[src/rtl/regfile_pkg.sv]
// rtl/regfile_pkg.sv - shared register-file constants for the write-back path
// Holds register-file geometry, the x0 index and requester index assignments.
package regfile_pkg;

    localparam int ADDR_W   = 5;
    localparam int DATA_W   = 32;
    localparam int NUM_REGS = 32;
    localparam int REG_ZERO = 0;

    localparam int REQ_ALU  = 0;
    localparam int REQ_LOAD = 1;
    localparam int REQ_MISC = 2;

endpackage

[src/rtl/rr_arbiter.sv]
// rtl/rr_arbiter.sv - combinational round-robin grant selection
// Ports:
//   req       in   NUM_REQ  request vector
//   ptr       in   PTR_W    requester with highest priority this cycle
//   grant     out  NUM_REQ  one-hot grant (all zero when no request)
//   grant_idx out  PTR_W    index of the granted requester (0 when no request)
module rr_arbiter #(
    parameter int NUM_REQ = 3,
    localparam int PTR_W  = (NUM_REQ > 1) ? $clog2(NUM_REQ) : 1
) (
    input  logic [NUM_REQ-1:0] req,
    input  logic [PTR_W-1:0]   ptr,
    output logic [NUM_REQ-1:0] grant,
    output logic [PTR_W-1:0]   grant_idx
);

    int   j;
    logic found;

    // Walk ptr, ptr+1, ... modulo NUM_REQ; the first requester seen wins.
    always_comb begin
        grant     = '0;
        grant_idx = '0;
        found     = 1'b0;
        j         = 0;
        for (int k = 0; k < NUM_REQ; k++) begin
            j = (int'(ptr) + k) % NUM_REQ;
            if (!found && req[j]) begin
                grant[j]  = 1'b1;
                grant_idx = PTR_W'(j);
                found     = 1'b1;
            end
        end
    end

endmodule

[src/rtl/regfile_wb_arbiter.sv]
// rtl/regfile_wb_arbiter.sv - round-robin write-back port arbiter with pending-write scoreboard
// Ports:
//   clk, reset                 clock, asynchronous active-high reset
//   req_valid/req_addr/req_data per-requester write requests (packed, i*W +: W)
//   req_ready                  one-hot grant; accept = req_valid & req_ready
//   wr_en/wr_addr/wr_data      registered register-file write port
//   sb_set_valid/sb_set_addr   decode marks a destination register pending
//   sb_pending                 per-register outstanding-write flags (bit 0 always 0)
//   conflict_cnt               saturating count of cycles with >=2 requesters valid
module regfile_wb_arbiter #(
    parameter int NUM_REQ = 3,
    parameter int ADDR_W  = regfile_pkg::ADDR_W,
    parameter int DATA_W  = regfile_pkg::DATA_W
) (
    input  logic                      clk,
    input  logic                      reset,
    input  logic [NUM_REQ-1:0]        req_valid,
    input  logic [NUM_REQ*ADDR_W-1:0] req_addr,
    input  logic [NUM_REQ*DATA_W-1:0] req_data,
    output logic [NUM_REQ-1:0]        req_ready,
    output logic                      wr_en,
    output logic [ADDR_W-1:0]         wr_addr,
    output logic [DATA_W-1:0]         wr_data,
    input  logic                      sb_set_valid,
    input  logic [ADDR_W-1:0]         sb_set_addr,
    output logic [31:0]               sb_pending,
    output logic [15:0]               conflict_cnt
);

    import regfile_pkg::*;

    localparam int PTR_W = (NUM_REQ > 1) ? $clog2(NUM_REQ) : 1;

    logic [PTR_W-1:0]    rr_ptr;
    logic [PTR_W-1:0]    grant_idx;
    logic [NUM_REQ-1:0]  grant;
    logic                accept;
    logic [ADDR_W-1:0]   sel_addr;
    logic [DATA_W-1:0]   sel_data;
    logic [NUM_REGS-1:0] pend;
    logic [NUM_REGS-1:0] pend_set;
    logic [NUM_REGS-1:0] pend_clr;
    logic                multi_valid;

    rr_arbiter #(
        .NUM_REQ (NUM_REQ)
    ) u_arb (
        .req       (req_valid),
        .ptr       (rr_ptr),
        .grant     (grant),
        .grant_idx (grant_idx)
    );

    // Grants are masked during reset so nothing is accepted while the
    // register file is reloading.
    assign req_ready = reset ? '0 : grant;
    assign accept    = |req_ready;
    assign sel_addr  = req_addr[grant_idx*ADDR_W +: ADDR_W];
    assign sel_data  = req_data[grant_idx*DATA_W +: DATA_W];

    always_ff @(posedge clk or posedge reset) begin
        if (reset) begin
            rr_ptr <= '0;
        end else if (accept) begin
            rr_ptr <= (int'(grant_idx) == NUM_REQ - 1) ? '0 : grant_idx + 1'b1;
        end
    end

    // Write stage: an accepted x0 write is consumed but never reaches the
    // register file; address/data hold when nothing is written.
    always_ff @(posedge clk or posedge reset) begin
        if (reset) begin
            wr_en   <= 1'b0;
            wr_addr <= '0;
            wr_data <= '0;
        end else begin
            wr_en <= accept && (sel_addr != ADDR_W'(REG_ZERO));
            if (accept && (sel_addr != ADDR_W'(REG_ZERO))) begin
                wr_addr <= sel_addr;
                wr_data <= sel_data;
            end
        end
    end

    // Scoreboard: clear on the presented write, set from decode. Set is
    // OR-ed in after the clear so a same-edge set wins. Register 0 is never
    // touched because the loops start at 1.
    always_comb begin
        pend_set = '0;
        pend_clr = '0;
        for (int r = 1; r < NUM_REGS; r++) begin
            if (sb_set_valid && (sb_set_addr == ADDR_W'(r))) begin
                pend_set[r] = 1'b1;
            end
            if (wr_en && (wr_addr == ADDR_W'(r))) begin
                pend_clr[r] = 1'b1;
            end
        end
    end

    always_ff @(posedge clk or posedge reset) begin
        if (reset) begin
            pend <= '0;
        end else begin
            pend <= (pend & ~pend_clr) | pend_set;
        end
    end

    assign sb_pending = pend;

    assign multi_valid = ($countones(req_valid) >= 2);

    always_ff @(posedge clk or posedge reset) begin
        if (reset) begin
            conflict_cnt <= '0;
        end else if (multi_valid && (conflict_cnt != 16'hFFFF)) begin
            conflict_cnt <= conflict_cnt + 16'd1;
        end
    end

endmodule

[config.mk]
export PLATFORM = sky130hd
export DESIGN_NAME = regfile_wb_arbiter
export DESIGN_NICKNAME = d
export VERILOG_FILES = /design/src/rtl/regfile_pkg.sv /design/src/rtl/rr_arbiter.sv /design/src/rtl/regfile_wb_arbiter.sv
export SDC_FILE = /design/constraint.sdc
export NUM_CORES = 1
export LEC_CHECK = 0
export CAP_MARGIN = 10
export CORE_MARGIN = 4
export CORE_UTILIZATION = 40
export DETAILED_ROUTE_END_ITERATION = 7
export PLACE_DENSITY_LB_ADDON = 0.08
export SYNTH_ARGS = -nofsm -noshare
export SYNTH_HDL_FRONTEND = slang
export SYNTH_HIERARCHICAL = 1
export SYNTH_SLANG_ARGS = --single-unit
[constraint.sdc]
create_clock -name clk -period 4.3 [get_ports clk]
set_clock_uncertainty 0.05 [all_clocks]
set_input_delay 0.645 -clock clk [delete_from_list [all_inputs] [get_ports clk]]
set_output_delay 0.645 -clock clk [all_outputs]
set_load 0.05 [all_outputs]
==> impl_metrics.csv <==
group,metric,value,unit
logic_synthesis,avgSynthCellArea,10.2,um^2
logic_synthesis,ys_types,48,
logic_synthesis,seq_area_frac_synth,0.454,
place,port_buffers,209,
grt,grt_pass1_wl,22800,um
logic_synthesis,synth_flop_cell,"dfrtp_1",
run,max-cap-violations,0,
setup_path,reg2reg_setup_slack,0.53,ns
detailed_routing,drtPass1Iterations,4,
logic_synthesis,synth_nets,599,
place,globalplace.congestion,0.971,
setup_path,crit_path_end_kind,"output pin",
setup_path,r2r-start,"rr_ptr[0]$_DFFE_PP0P_",
sta,setup_viol,0,
clock_network,clkTransAtPathRegs,0.06,ns
setup_path,startpoint,"rr_ptr[1]$_DFFE_PP0P_",
power,leakagePower,2.88,nW
sta,rsz0062_at_grt,"no",
place,dpl.cell_count,810,
hold_path,whs_path_depth,1,
sta,fin_crit_sh,0.914,
power,powerDensity,872,nW/um^2
grt,grt_overflow,0,
floorplanning,top_level_ports,211,
clock_network,clkSinkCount,87,
logic_synthesis,syn-cell-area,4790,um^2
floorplanning,core_area,11600,um^2
grt,grtUsageTotal,0.205,
logic_synthesis,ys_warn_count,6,
sta,fmax,254,MHz
grt,antenna_found_initial,0,
status,status,"completed",
sta,final_max_slew_viol_count,0,
grt,grt_pass1_vias,4375,
setup_path,r2r_cells,12,
setup_path,startpoint_type,"flop",
cells_and_area,n_antenna_cell,0,
floorplanning,die_h,117,um
grt,grt_max_degree,39,
cells_and_area,area_growth,52.6,%
sta,min_period,3.93,ns
hold_path,min-delay-start,"wr_data[5]$_DFFE_PP0P_",
clock_network,tritoncts,"built",
sta,relSlewSlack,0.569,
clock_network,clock_latency,0.34,ns
power,peakVddDrop,0.000384,V
clock_network,cts_setup_buffers,0,
setup_path,required,3.61,ns
floorplanning,initial_core_util,0.414,
detailed_routing,viasPerCell,5.21,
clock_network,ctsHoldBuffers,0,
logic_synthesis,ys_ff_latch,87,
hold_path,min_path_type,"reg -> reg",
clock_network,clock_path_buffers,2,
detailed_routing,wire_per_inst,17.2,um
sta,hold_violations,0,
setup_path,arrival,3.23,ns
logic_synthesis,async_flop_share,1.00,
clock_network,cts_buffers,9,
sta,setup-tns-final,0,ns
sta,worst_slack,0.370,ns
setup_path,crit-reg2reg-capture,"wr_data[4]$_DFFE_PP0P_",
detailed_routing,drt-initial-drc-count,322,
detailed_routing,ant_nets,0,
hold_path,min_to,"wr_data[5]$_DFFE_PP0P_",
cells_and_area,finalNetCount,806,
cells_and_area,final_cells,826,
detailed_routing,remaining_drc_errors,0,
clock_network,clk_root_buffer_cell,"clkbuf_16",
place,place_ws,0.290,ns
logic_synthesis,syn_inst,471,
place,dp_hpwl,11200,um
detailed_routing,routed_wl,14200,um
clock_network,cts_resized,0,
floorplanning,chipWidth,117,um
sta,worst_pin_slew,0.645,ns
cells_and_area,layout-drive-gt1-share,0.0922,
floorplanning,row_count,39,
clock_network,h-tree-depth,3,
detailed_routing,num_vias,4302,
setup_path,critPathKind,"reg -> out",
floorplanning,design.die.area,13800,um^2
setup_path,worstPathMaxFanout,12,
logic_synthesis,synth_edf_count,0,
[power by group]
group | internal, mW | leakage (nW) | switching, mW
Sequential | 1.18 | 1.01 | 0.287
Clock | 0.451 | 0.142 | 0.331
Combinational | 1.63 | 1.73 | 2.50
[registers in the layout, summed over array words and instances, names as in the netlist]
signal and flops:
sb_pending 31, wr_en 1, rr_ptr 2, wr_addr 5, wr_data 32, conflict_cnt 16
[routing by layer]
layer	wire [um]	up-vias	global-route usage
met4	161	0	0.0550
met3	1370	12	0.0775
met1	5660	1995	0.240
met2	7020	191	0.352
li1	-	2104	-
met5	0	-	0
[stage by stage]
stage	power (mW)	utilization	hold WS [ns]	area [um^2]
2_1_floorplan	4.39	-	0.448	4790
3_3_place_gp	5.55	0.606	0.421	7010
3_5_place_dp	5.63	0.606	0.428	7010
4_1_cts	6.42	0.632	0.442	7310
5_1_grt	6.73	0.632	0.471	7310
6_report	6.38	0.632	0.439	7310
[cells by family after synthesis]
family          share of synthesized area
compound gates                      0.160
simple gates                        0.125
flops                               0.454
mux                                 0.184
buf+inv                            0.0329
xor+xnor                           0.0274
fa+ha+maj                          0.0157
other cells                      0.000783
[synthesized netlist by cell type (3+ instances only)]
cell | instances | area [um^2]
a21oi_1 | 7 | 35.0
a22o_1 | 3 | 26.3
and3_1 | 3 | 18.8
buf_2 | 3 | 15.0
buf_4 | 3 | 22.5
buf_6 | 4 | 45.0
clkbuf_1 | 9 | 33.8
dfrtp_1 | 87 | 2180
ha_1 | 6 | 75.1
inv_1 | 9 | 33.8
mux2_1 | 3 | 33.8
mux2_4 | 29 | 435
mux2i_1 | 39 | 390
nand2_1 | 59 | 221
nand2b_1 | 4 | 25.0
nand3_1 | 13 | 65.1
nand4_1 | 8 | 50.1
nor2_1 | 11 | 41.3
nor2b_1 | 12 | 75.1
nor3_1 | 5 | 25.0
o21ai_0 | 41 | 205
o21ai_1 | 60 | 300
o22ai_1 | 5 | 31.3
o31ai_1 | 4 | 30.0
xnor2_1 | 11 | 96.3
xor2_1 | 4 | 35.0
[cell type report]
cell class	instances	area, um^2
fill	973	4250
inverter	10	38.8
tap	143	179
multi-input combinational	354	2470
clock inverter	7	72.6
clock buffer	9	225
timing repair buffer	216	2140
sequential	87	2180
[worst max-delay path: stages, from the launching register on]
cell	delay, ns
dfrtp_1	0.42
inv_1	0.10
ha_1	0.40
mux2_2	0.38
mux2i_1	0.17
buf_4	0.17
nor2_1	0.05
a31oi_1	0.20
nor2b_1	0.18
clkdlybuf4s50_1	0.82
[placed cells by master (no fill, tap or decap), types with 5 or more instances in the layout]
cell / Yosys / layout
buf_4: 3 / 7
clkdlybuf4s50_1: 0 / 209
nand2_1: 59 / 59
nor2_1: 11 / 11
o21ai_1: 60 / 60
mux2_4: 29 / 29
ha_1: 6 / 6
nand3_1: 13 / 13
nand4_1: 8 / 8
nor3_1: 5 / 5
dfrtp_1: 87 / 87
o21ai_0: 41 / 40
inv_1: 9 / 8
o22ai_1: 5 / 5
mux2i_1: 39 / 39
xnor2_1: 11 / 11
nor2b_1: 12 / 11
a21oi_1: 7 / 6
clkbuf_16: 0 / 9
[how the worst max path moves through the flow]
stage | to | slack [ns]
2_1_floorplan | wr_data[0]$_DFFE_PP0P_ | 1.06
3_3_place_gp | wr_data[4]$_DFFE_PP0P_ | 0.38
3_5_place_dp | wr_data[4]$_DFFE_PP0P_ | 0.29
4_1_cts | req_ready[0] | 0.38
5_1_grt | req_ready[0] | 0.20
6_report | req_ready[0] | 0.37
No activity file was read; power rests on OpenSTA's default activity.
